--- src/rtl/chunked_subtractor_pkg.sv ---
// Shared definitions for the chunked subtractor: FSM encoding and index sizing.
package chunked_subtractor_pkg;

    typedef enum logic [1:0] {
        IDLE = 2'd0,
        BUSY = 2'd1,
        DONE = 2'd2
    } sub_state_t;

    localparam int DEF_WIDTH = 32;
    localparam int DEF_CHUNK = 8;

    // Chunk index width; a single-chunk configuration still gets a 1-bit index.
    function automatic int idx_w(input int n);
        return (n > 1) ? $clog2(n) : 1;
    endfunction

endpackage

--- src/rtl/chunked_subtractor_full_subtractor.sv ---
// One-bit full subtractor; a chain of these forms the per-cycle ripple chunk.
module full_subtractor (
    input  logic a,
    input  logic b,
    input  logic bin,
    output logic d,
    output logic bout
);

    assign d    = a ^ b ^ bin;
    assign bout = (~a & b) | (~(a ^ b) & bin);

endmodule

--- src/rtl/chunked_subtractor.sv ---
// Multi-cycle subtractor: resolves CHUNK bits of a - b per cycle, carrying the
// borrow in a register between chunks, with valid/ready on both sides.
module chunked_subtractor
    import chunked_subtractor_pkg::*;
#(
    parameter int WIDTH = DEF_WIDTH,
    parameter int CHUNK = DEF_CHUNK
) (
    input  logic             clk,
    input  logic             rst,
    input  logic             in_valid,
    output logic             in_ready,
    input  logic [WIDTH-1:0] a,
    input  logic [WIDTH-1:0] b,
    output logic             out_valid,
    input  logic             out_ready,
    output logic [WIDTH-1:0] diff,
    output logic             borrow,
    output logic             overflow,
    output logic             zero
);

    localparam int N  = WIDTH / CHUNK;
    localparam int IW = idx_w(N);

    if (WIDTH % CHUNK != 0) begin : g_bad_chunk
        $error("chunked_subtractor: WIDTH must be a multiple of CHUNK");
    end

    sub_state_t       state_q;
    logic [IW-1:0]    idx_q;
    logic             bor_q;
    logic [WIDTH-1:0] a_q, b_q, diff_q;
    logic [WIDTH-1:0] diff_d;
    logic             borrow_q, overflow_q, zero_q;

    logic [CHUNK-1:0] a_chunk, b_chunk, d_chunk;
    logic [CHUNK:0]   bchain;
    logic             last_chunk;

    assign a_chunk    = a_q[idx_q*CHUNK +: CHUNK];
    assign b_chunk    = b_q[idx_q*CHUNK +: CHUNK];
    assign bchain[0]  = bor_q;
    assign last_chunk = (idx_q == IW'(N - 1));

    for (genvar i = 0; i < CHUNK; i++) begin : g_fs
        full_subtractor u_fs (
            .a    (a_chunk[i]),
            .b    (b_chunk[i]),
            .bin  (bchain[i]),
            .d    (d_chunk[i]),
            .bout (bchain[i+1])
        );
    end

    // Full result as it will stand after this edge; flags derive from it on the last chunk.
    always_comb begin
        diff_d = diff_q;
        diff_d[idx_q*CHUNK +: CHUNK] = d_chunk;
    end

    always_ff @(posedge clk or posedge rst) begin
        if (rst) begin
            state_q    <= IDLE;
            idx_q      <= '0;
            bor_q      <= 1'b0;
            a_q        <= '0;
            b_q        <= '0;
            diff_q     <= '0;
            borrow_q   <= 1'b0;
            overflow_q <= 1'b0;
            zero_q     <= 1'b0;
        end else begin
            case (state_q)
                IDLE: begin
                    if (in_valid) begin
                        a_q     <= a;
                        b_q     <= b;
                        bor_q   <= 1'b0;
                        idx_q   <= '0;
                        state_q <= BUSY;
                    end
                end
                BUSY: begin
                    diff_q <= diff_d;
                    bor_q  <= bchain[CHUNK];
                    idx_q  <= idx_q + 1'b1;
                    if (last_chunk) begin
                        borrow_q   <= bchain[CHUNK];
                        overflow_q <= (a_q[WIDTH-1] != b_q[WIDTH-1]) &&
                                      (diff_d[WIDTH-1] != a_q[WIDTH-1]);
                        zero_q     <= ~|diff_d;
                        state_q    <= DONE;
                    end
                end
                DONE: begin
                    if (out_ready) state_q <= IDLE;
                end
                default: state_q <= IDLE;
            endcase
        end
    end

    assign in_ready  = (state_q == IDLE);
    assign out_valid = (state_q == DONE);
    assign diff      = diff_q;
    assign borrow    = borrow_q;
    assign overflow  = overflow_q;
    assign zero      = zero_q;

endmodule
--- config.mk ---
export PLATFORM = sky130hd
export DESIGN_NAME = chunked_subtractor
export DESIGN_NICKNAME = d
export VERILOG_FILES = /design/src/rtl/chunked_subtractor_pkg.sv /design/src/rtl/chunked_subtractor_full_subtractor.sv /design/src/rtl/chunked_subtractor.sv
export SDC_FILE = /design/constraint.sdc
export NUM_CORES = 1
export LEC_CHECK = 0
export BUFFER_PORTS_ARGS = -buffer_cell sky130_fd_sc_hd__buf_2
export CORE_MARGIN = 2
export CORE_UTILIZATION = 50
export DETAILED_ROUTE_END_ITERATION = 12
export PLACE_DENSITY = 0.74
export SETUP_SLACK_MARGIN = 0.05
export SYNTH_ARGS = -nofsm -noshare
export SYNTH_HDL_FRONTEND = slang
export SYNTH_SLANG_ARGS = --single-unit
--- constraint.sdc ---
create_clock -name clk -period 6.9 [get_ports clk]
set_clock_uncertainty 0.2 [all_clocks]
set_input_delay 1.38 -clock clk [delete_from_list [all_inputs] [get_ports clk]]
set_output_delay 1.38 -clock clk [all_outputs]
set_load 0.05 [all_outputs]
======== Word level (Yosys, flattened, before mapping) ========
Cells that the tools add are included.
storage, ports and cells
  bits of input ports ..................... 68
  output and inout port bits .............. 37
  register bits ........................... 104
  logic and storage cells ................. 97
operators by class
  reductions and logical operators ........ 9
  muxes and demuxes ....................... 9
  equality and inequality tests ........... 8
  bitwise operators ....................... 56
  shifts and indexed selects .............. 4
  add/sub/neg operators ................... 2
operators with widths
  cell                                                    count
  variable part select 32 x 6 -> 8 bit                    2
  negation 5 -> 34 bit                                    1
  variable shift 8 x 34 -> 32 bit (first input constant)  1
  variable part select 8 x 34 -> 32 bit                   1
  bitwise mux 32 bit                                      1
  OR reduction 32 bit                                     1
  AND 1 bit                                               16
  NOT 1 bit                                               16
  bitwise XOR 1 bit                                       16
  2-to-1 mux 2 bit                                        4
  bitwise OR 1 bit                                        8
  one-hot mux 2 bit (3 select lines)                      1
  AND reduction 2 bit                                     3
  equality test 2 bit (second input constant)             2
  inequality test 2 bit (second input constant)           2
  one-hot mux 2 bit (2 select lines)                      1
  AND reduction 3 bit                                     1
  adder 2 x 1 -> 2 bit (second input constant)            1
  equality test 2 x 1 -> 1 bit (second input constant)    1
  zero test 2 bit                                         1
  inequality test 1 bit                                   2
  inequality test 2 x 1 -> 1 bit (second input constant)  1
  one-hot mux 1 bit (2 select lines)                      1
  nonzero test 2 bit                                      1
  3 further kinds                                         3

======== Logic depth before layout (Yosys ltp) ========
Gate-level depths: netlist of run 1.
  depth in word-level cells ............... 22
  gate-level depth with buffers ........... 17
  mapped depth without buffers ............ 16

======== Hierarchy ========
A second synthesis of run 1 with hierarchy kept.
second synthesis, totals
  cell total of the unflattened synthesis .. 471
  area, all modules ....................... 4790.8 um^2
by module, submodules not included
  module              area each (um^2)  sequential area each (um^2)  instances  cells each
  chunked_subtractor  4540.6            2602.5                       1          439
  full_subtractor     31.3              0.0                          8          4

======== Least setup slack after synthesis of run 1 ========
OpenSTA, ideal clock, no wires.
  path kind ............................... register to register
  start ................................... reg idx_q[0]
  end ..................................... reg zero_q (netlist: zero)
  data required time ...................... 6.605 ns
  stages on the path, launching flop included .. 18
  library setup time ...................... 0.095 ns
  path slack .............................. 1.540 ns
  arrival time ............................ 5.065 ns
  cells stage by stage .................... dfrtp_1 buf_6 mux4_1 inv_1 fa_1 inv_1 fa_1 fa_1 fa_1 fa_1 fa_1 fa_1 fa_1 nor4_1 nand2_1 nor4_1 o22ai_1 o31ai_1
on the way
  cells in the longest elaborated chain, start to end .. 22
  elaborated cells between the ends (all ways) .. 61
  those cells by class .................... add/sub: 1; eq/ne: 1; shift: 4; mux: 1; bitwise: 51; reduce/logical: 3
RTL lines
  element                                                  RTL line                                                                            source
  start, declared                                          chunked_subtractor.sv:31                                                            logic [IW-1:0] idx_q;
  start signal, assigned                                   chunked_subtractor.sv:87                                                            idx_q <= idx_q + 1'b1;
  variable part select 32 x 6 -> 8 bit (on tied branches)  chunked_subtractor.sv:41, chunked_subtractor.sv:42
  bitwise XOR 1 bit                                        chunked_subtractor_full_subtractor.sv:10, chunked_subtractor_full_subtractor.sv:11
  NOT 1 bit                                                chunked_subtractor_full_subtractor.sv:11                                            assign bout = (~a & b) | (~(a ^ b) & bin);
  AND 1 bit                                                chunked_subtractor_full_subtractor.sv:11
  bitwise OR 1 bit                                         chunked_subtractor_full_subtractor.sv:11
  AND 1 bit                                                chunked_subtractor_full_subtractor.sv:11
  bitwise OR 1 bit                                         chunked_subtractor_full_subtractor.sv:11
  AND 1 bit                                                chunked_subtractor_full_subtractor.sv:11
  [... 6 more ...]                                         -
  bitwise OR 1 bit                                         chunked_subtractor_full_subtractor.sv:11
  AND 1 bit                                                chunked_subtractor_full_subtractor.sv:11
  bitwise OR 1 bit                                         chunked_subtractor_full_subtractor.sv:11
  bitwise XOR 1 bit                                        chunked_subtractor_full_subtractor.sv:10                                            assign d = a ^ b ^ bin;
  variable part select 8 x 34 -> 32 bit                    chunked_subtractor.sv:59                                                            diff_d[idx_q*CHUNK +: CHUNK] = d_chunk;
  bitwise mux 32 bit                                       chunked_subtractor.sv:59
  OR reduction 32 bit                                      chunked_subtractor.sv:92                                                            zero_q <= ~|diff_d;
  zero test 1 bit                                          chunked_subtractor.sv:92
  end signal, assigned                                     chunked_subtractor.sv:92
  end, declared                                            chunked_subtractor.sv:35                                                            logic borrow_q, overflow_q, zero_q;
Several ways; a longest one is shown, not always the timed one.
A chain may end at the register's enable or synchronous reset.

======== Worst setup path after layout of run 1 ========
  start ................................... reg idx_q[1]
  end ..................................... reg zero_q (netlist: zero)
Same word-level chain as after synthesis.

==> results of run 1 <==
==> worst min-delay path, stage by stage, from the launching register on <==
cell,delay (ns)
dfrtp_1,0.35
nand2_1,0.05
nand2_1,0.05
==> cells in the final DEF, fill, tap and decap left out, types with 2 or more instances in the layout <==
cell	count
mux4_1	7
mux4_2	9
nand3_1	2
a22o_1	26
nor3_1	8
buf_4	2
nand2_1	212
fa_1	8
nor2_1	6
clkbuf_8	10
dfrtp_1	104
a21oi_1	10
and3_1	3
o31ai_1	3
ha_1	6
o21ai_0	10
buf_2	104
o22ai_1	2
nor2b_1	3
clkinvlp_4	2
nand2b_1	2
inv_1	15
nand3b_1	2
nor4_1	4
nor3b_1	3
==> metal layers <==
| metal | up-vias | global-route usage [%] | routed length (µm) |
|---|---|---|---|
| met4 | 0 | 9.44 | 205 |
| met1 | 1831 | 31.2 | 5040 |
| met3 | 18 | 3.59 | 496 |
| met5 | - | 0 | 0 |
| met2 | 105 | 35.6 | 5470 |
| li1 | 1784 | - | - |
==> metrics by stage <==
| step | area [µm²] | cells | setup slack (ns) | utilization, % | hold slack [ns] |
|---|---|---|---|---|---|
| 2_1_floorplan | 4860 | 482 | 1.54 | - | 0.237 |
| 3_3_place_gp | 5440 | 692 | 1.30 | 58.3 | 0.252 |
| 3_5_place_dp | 5440 | 692 | 1.09 | 58.3 | 0.254 |
| 4_1_cts | 5640 | 708 | 1.07 | 60.5 | 0.278 |
| 5_1_grt | 5640 | 708 | 0.735 | 60.5 | 0.298 |
| 6_report | 5640 | 708 | 0.948 | 60.5 | 0.276 |
==> area by class of cell <==
class	instances	area (µm²)
fill	806	3690
clock inverter	6	67.6
multi-input combinational	337	2070
sequential	104	2600
timing repair buffer	106	536
inverter	16	62.6
clock buffer	10	138
tap	129	161
==> worst max-delay path by stage <==
stage / cells past startpoint / from / slack [ns] / to
detailed placement: 16 / idx_q[1] / 1.09 / zero
CTS: 16 / idx_q[1] / 1.07 / zero
global route: 16 / idx_q[1] / 0.74 / zero
finish: 16 / idx_q[1] / 0.95 / zero
global placement: 16 / idx_q[1] / 1.30 / zero
floorplan: 17 / idx_q[0] / 1.54 / zero
==> cell families (layout without fill, tap and decap cells) <==
family	after synthesis	after routing	share of synthesized area [%]
flip-flops	104	104	53.5
buffers and inverters	41	138	3.89
AND/OR/NAND/NOR	254	254	22.0
multiplexers	16	16	7.95
AO/OA/AOI/OAI	53	53	7.85
adder cells (fa/ha/maj)	14	14	4.84
==> state kept, by name, indices dropped and copies added, names as in the netlist <==
| signal | count |
|---|---|
| a_q | 32 |
| b_q | 32 |
| bor_q | 1 |
| borrow | 1 |
| diff | 32 |
| idx_q | 2 |
| overflow | 1 |
| state_q | 2 |
| zero | 1 |
==> results.yml, run 1 <==
synth:
  synth.distinct_cells: 35
  synth.avg_cell_area_um2: 10.1
  synth_top_area_cell: "dfrtp_1"
  synth_commonest_cells: "nand2_1 (213), dfrtp_1 (104), a22o_1 (26)"
  synth_top_area_share_pct: 53.5
  ys.flop_type: "dfrtp_1"
  ys.warnings.count: 0
  netlist_instances: 482
  synthMostInstantiatedCell: "nand2_1"
  synth_edf_count: 0
  ys_seq_elements: 104
  netlist_top_cells_area: "dfrtp_1 (54%), nand2_1 (16%), a22o_1 (4.7%)"
  syn_nets: 564
  async_flop_share_pct: 100
  synth_seq_area_share_pct: 53.5
  syn_area_um2: 4860
placement:
  dpl.hpwl_um: 8000
  io_buffers: 104
  gp_congestion: 0.825
cells_and_area:
  diodes: 0
  areaGrowthSynthToFinish_pct: 16.0
  drive_gt1_share_pct: 24.0
  layout.nets: 656
cts:
  cts_tree: "done"
  clk_pin_slew_ns: 0.09
  cts_buffer_depth: 2
  post_cts_buffers: 0
  clock_latency_ns: 0.37
  cts_hold_buf: 0
  cts_resized: 0
  clock-sinks: 104
  htree_num_levels: 3
  numCtsBuffers: 9
  root_buffer: "clkbuf_8"
sta:
  finalSetupTns_ns: 0
  final-hold-violation-count: 0
  rsz0062_at_grt: "false"
  period_minus_slack_ns: 5.95
  post-route-period-util_pct: 86.3
  tightest_slew_ns: 1.16
  setup_viol: 0
  drv_slew: 0
  relSlewSlack_pct: 22.6
  max_freq_mhz: 168
critical_path:
  crit_family: "adder cells"
  r2r-start: "idx_q[1]"
  regToRegEndpoint: "zero"
  cpMostUsedCell: "fa_1"
  cp_slowest_cell: "dfrtp_1"
  critPathBufInv: 2
  reg2reg_slack_ns: 0.95
  slowest_delay_ns: 0.89
  crit_chain: "mux4_1, inv_1, fa_1, inv_1, fa_1, fa_1, fa_1, fa_1, fa_1, fa_1, fa_1, nor4_1, nand2_1, nor4_1, o22ai_1, o31ai_1"
  crit_type: "flip-flop to flip-flop"
  arrival_ns: 6.03
  endpoint_kind: "flip-flop"
  worstSetupStartpointType: "flip-flop"
  cp_data_required_time_ns: 6.98
  rr_worst_depth: 16
  path_max_fanout: 20
floorplanning:
  io_pins: 105
  core_um2: 9330
  rows: 35
  dieArea_um2: 10500
  start_util_pct: 52.1
  die_y_um: 103
  die_x_um: 103
grt:
  antenna_found_initial: 0
  grt-ovfl-total: 0
  grt_pass1_vias: 3715
  grt_first_pass_wirelength_um: 18000
  groute.usage.overall_pct: 22.5
  grt_start_max_net_pins: 68
drt:
  routedWlPerCell_um: 15.8
  antenna_left: 0
  drt-initial-drc-count: 155
  drt_pass1_iterations: 4
  totalWireLength_um: 11200
  drcViolationCount: 0
  viasPerCell: 5.28
  vias: 3738
min_path:
  min-delay-path-class: "flip-flop to flip-flop"
  min_to: "b_q[17]"
  hp-start: "b_q[17]"
  hold_depth: 2
status:
  status: "finished, final reports clean"
job:
  drv_cap: 0
Power of run 1 is left out: the tool's default activity adds up to more than one toggle a clock period on the data nets, which glitch-free logic cannot reach.
==> run 2, diff against run 1 <==
--- a/config.mk
+++ b/config.mk
@@ -9,6 +9,7 @@
 export CORE_MARGIN = 2
 export CORE_UTILIZATION = 50
 export DETAILED_ROUTE_END_ITERATION = 12
+export MAX_ROUTING_LAYER = met4
 export PLACE_DENSITY = 0.74
 export SETUP_SLACK_MARGIN = 0.05
 export SYNTH_ARGS = -nofsm -noshare
==> results.yml, run 2 (synthesis gave the netlist of run 1 again) <==
status:
  status: "finished, final reports clean"
drt:
  viasPerCell: 5.27
  antenna_left: 0
  totalWireLength_um: 11200
  routedWlPerCell_um: 15.8
  vias: 3733
  drt-initial-drc-count: 167
  wl_met1_um: 5060
  routed.top_layer: "met4"
  wl_met3_um: 514
  drcViolationCount: 0
  drt_pass1_iterations: 4
  dr_wl_met2_um: 5430
floorplanning:
  rows: 35
  dieArea_um2: 10500
  core_um2: 9330
  start_util_pct: 52.1
  die_y_um: 103
  io_pins: 105
  die_x_um: 103
grt:
  grt_first_pass_wirelength_um: 18100
  grt_start_max_net_pins: 68
  grt-ovfl-total: 0
  grt_pass1_vias: 3702
  groute.usage.overall_pct: 23.3
  antenna_found_initial: 0
min_path:
  hold_depth: 2
  min_to: "b_q[13]"
  hp-start: "b_q[13]"
  min-delay-path-class: "flip-flop to flip-flop"
sta:
  finalSetupTns_ns: 0
  worst_slack_ns: 0.989
  setup_viol: 0
  rsz0062_at_grt: "false"
  drv_slew: 0
  tightest_slew_ns: 1.17
  relSlewSlack_pct: 21.7
  period_minus_slack_ns: 5.91
  post-route-period-util_pct: 85.7
  max_freq_mhz: 169
  final-hold-violation-count: 0
cells_and_area:
  layout.nets: 656
  final_cell_mix: "nand2_1 (212), dfrtp_1 (104), buf_2 (104), a22o_1 (26), inv_1 (15)"
  areaGrowthSynthToFinish_pct: 16.0
  diodes: 0
  drive_gt1_share_pct: 24.0
  final_common_cell: "nand2_1"
critical_path:
  worstSetupStartpointType: "flip-flop"
  crit_type: "flip-flop to flip-flop"
  rr_worst_depth: 16
  reg2reg_slack_ns: 0.99
  path_max_fanout: 20
  arrival_ns: 5.99
  regToRegEndpoint: "zero"
  endpoint_kind: "flip-flop"
  cp_data_required_time_ns: 6.98
  r2r-start: "idx_q[1]"
cts:
  htree_num_levels: 3
  clock-sinks: 104
  cts_resized: 0
  root_buffer: "clkbuf_8"
  cts_hold_buf: 0
  numCtsBuffers: 9
  cts_tree: "done"
  clock_latency_ns: 0.37
  cts_buffer_depth: 2
  clk_pin_slew_ns: 0.10
  post_cts_buffers: 0
placement:
  place_ws_ns: 1.09
  gp_congestion: 0.838
  io_buffers: 104
  dpl.hpwl_um: 8000
job:
  drv_cap: 0
==> run 2: critical path, stage by stage (launching register included) <==
cell and delay, ns:
dfrtp_1 0.88, mux4_1 0.40, inv_1 0.09, fa_1 0.17, inv_1 0.05, fa_1 0.38, fa_1 0.40, fa_1 0.40
fa_1 0.42, fa_1 0.42, fa_1 0.40, fa_1 0.55, nor4_1 0.30, nand2_1 0.16, nor4_1 0.26, o22ai_1 0.13
o31ai_1 0.22
==> run 2: how the worst max path moves through the flow <==
stage,cells past startpoint,start,end
2_1_floorplan,17,idx_q[0],zero
3_3_place_gp,16,idx_q[1],zero
3_5_place_dp,16,idx_q[1],zero
4_1_cts,16,idx_q[1],zero
5_1_grt,16,idx_q[1],zero
6_report,16,idx_q[1],zero
==> run 2: metrics by stage <==
stage	hold WS, ns	instance area, µm²	cells	utilization, %
4_1_cts	0.278	5640	708	60.5
2_1_floorplan	0.237	4860	482	-
3_5_place_dp	0.254	5440	692	58.3
6_report	0.278	5640	708	60.5
3_3_place_gp	0.252	5440	692	58.3
5_1_grt	0.298	5640	708	60.5
==> run 2: layout make-up <==
type | instances | area [µm²]
Clock buffer | 10 | 138
Multi-Input combinational cell | 337 | 2070
Tap cell | 129 | 161
Fill cell | 806 | 3690
Clock inverter | 6 | 67.6
Sequential cell | 104 | 2600
Timing Repair Buffer | 106 | 536
Inverter | 16 | 62.6
==> run 2: layer usage <==
metal | vias up | global-route usage (%)
li1 | 1782 | -
met1 | 1809 | 31.3
met2 | 124 | 35.7
met3 | 18 | 3.80
met4 | 0 | 9.44
met5 | - | -
Power of run 2 is left out for the same reason.
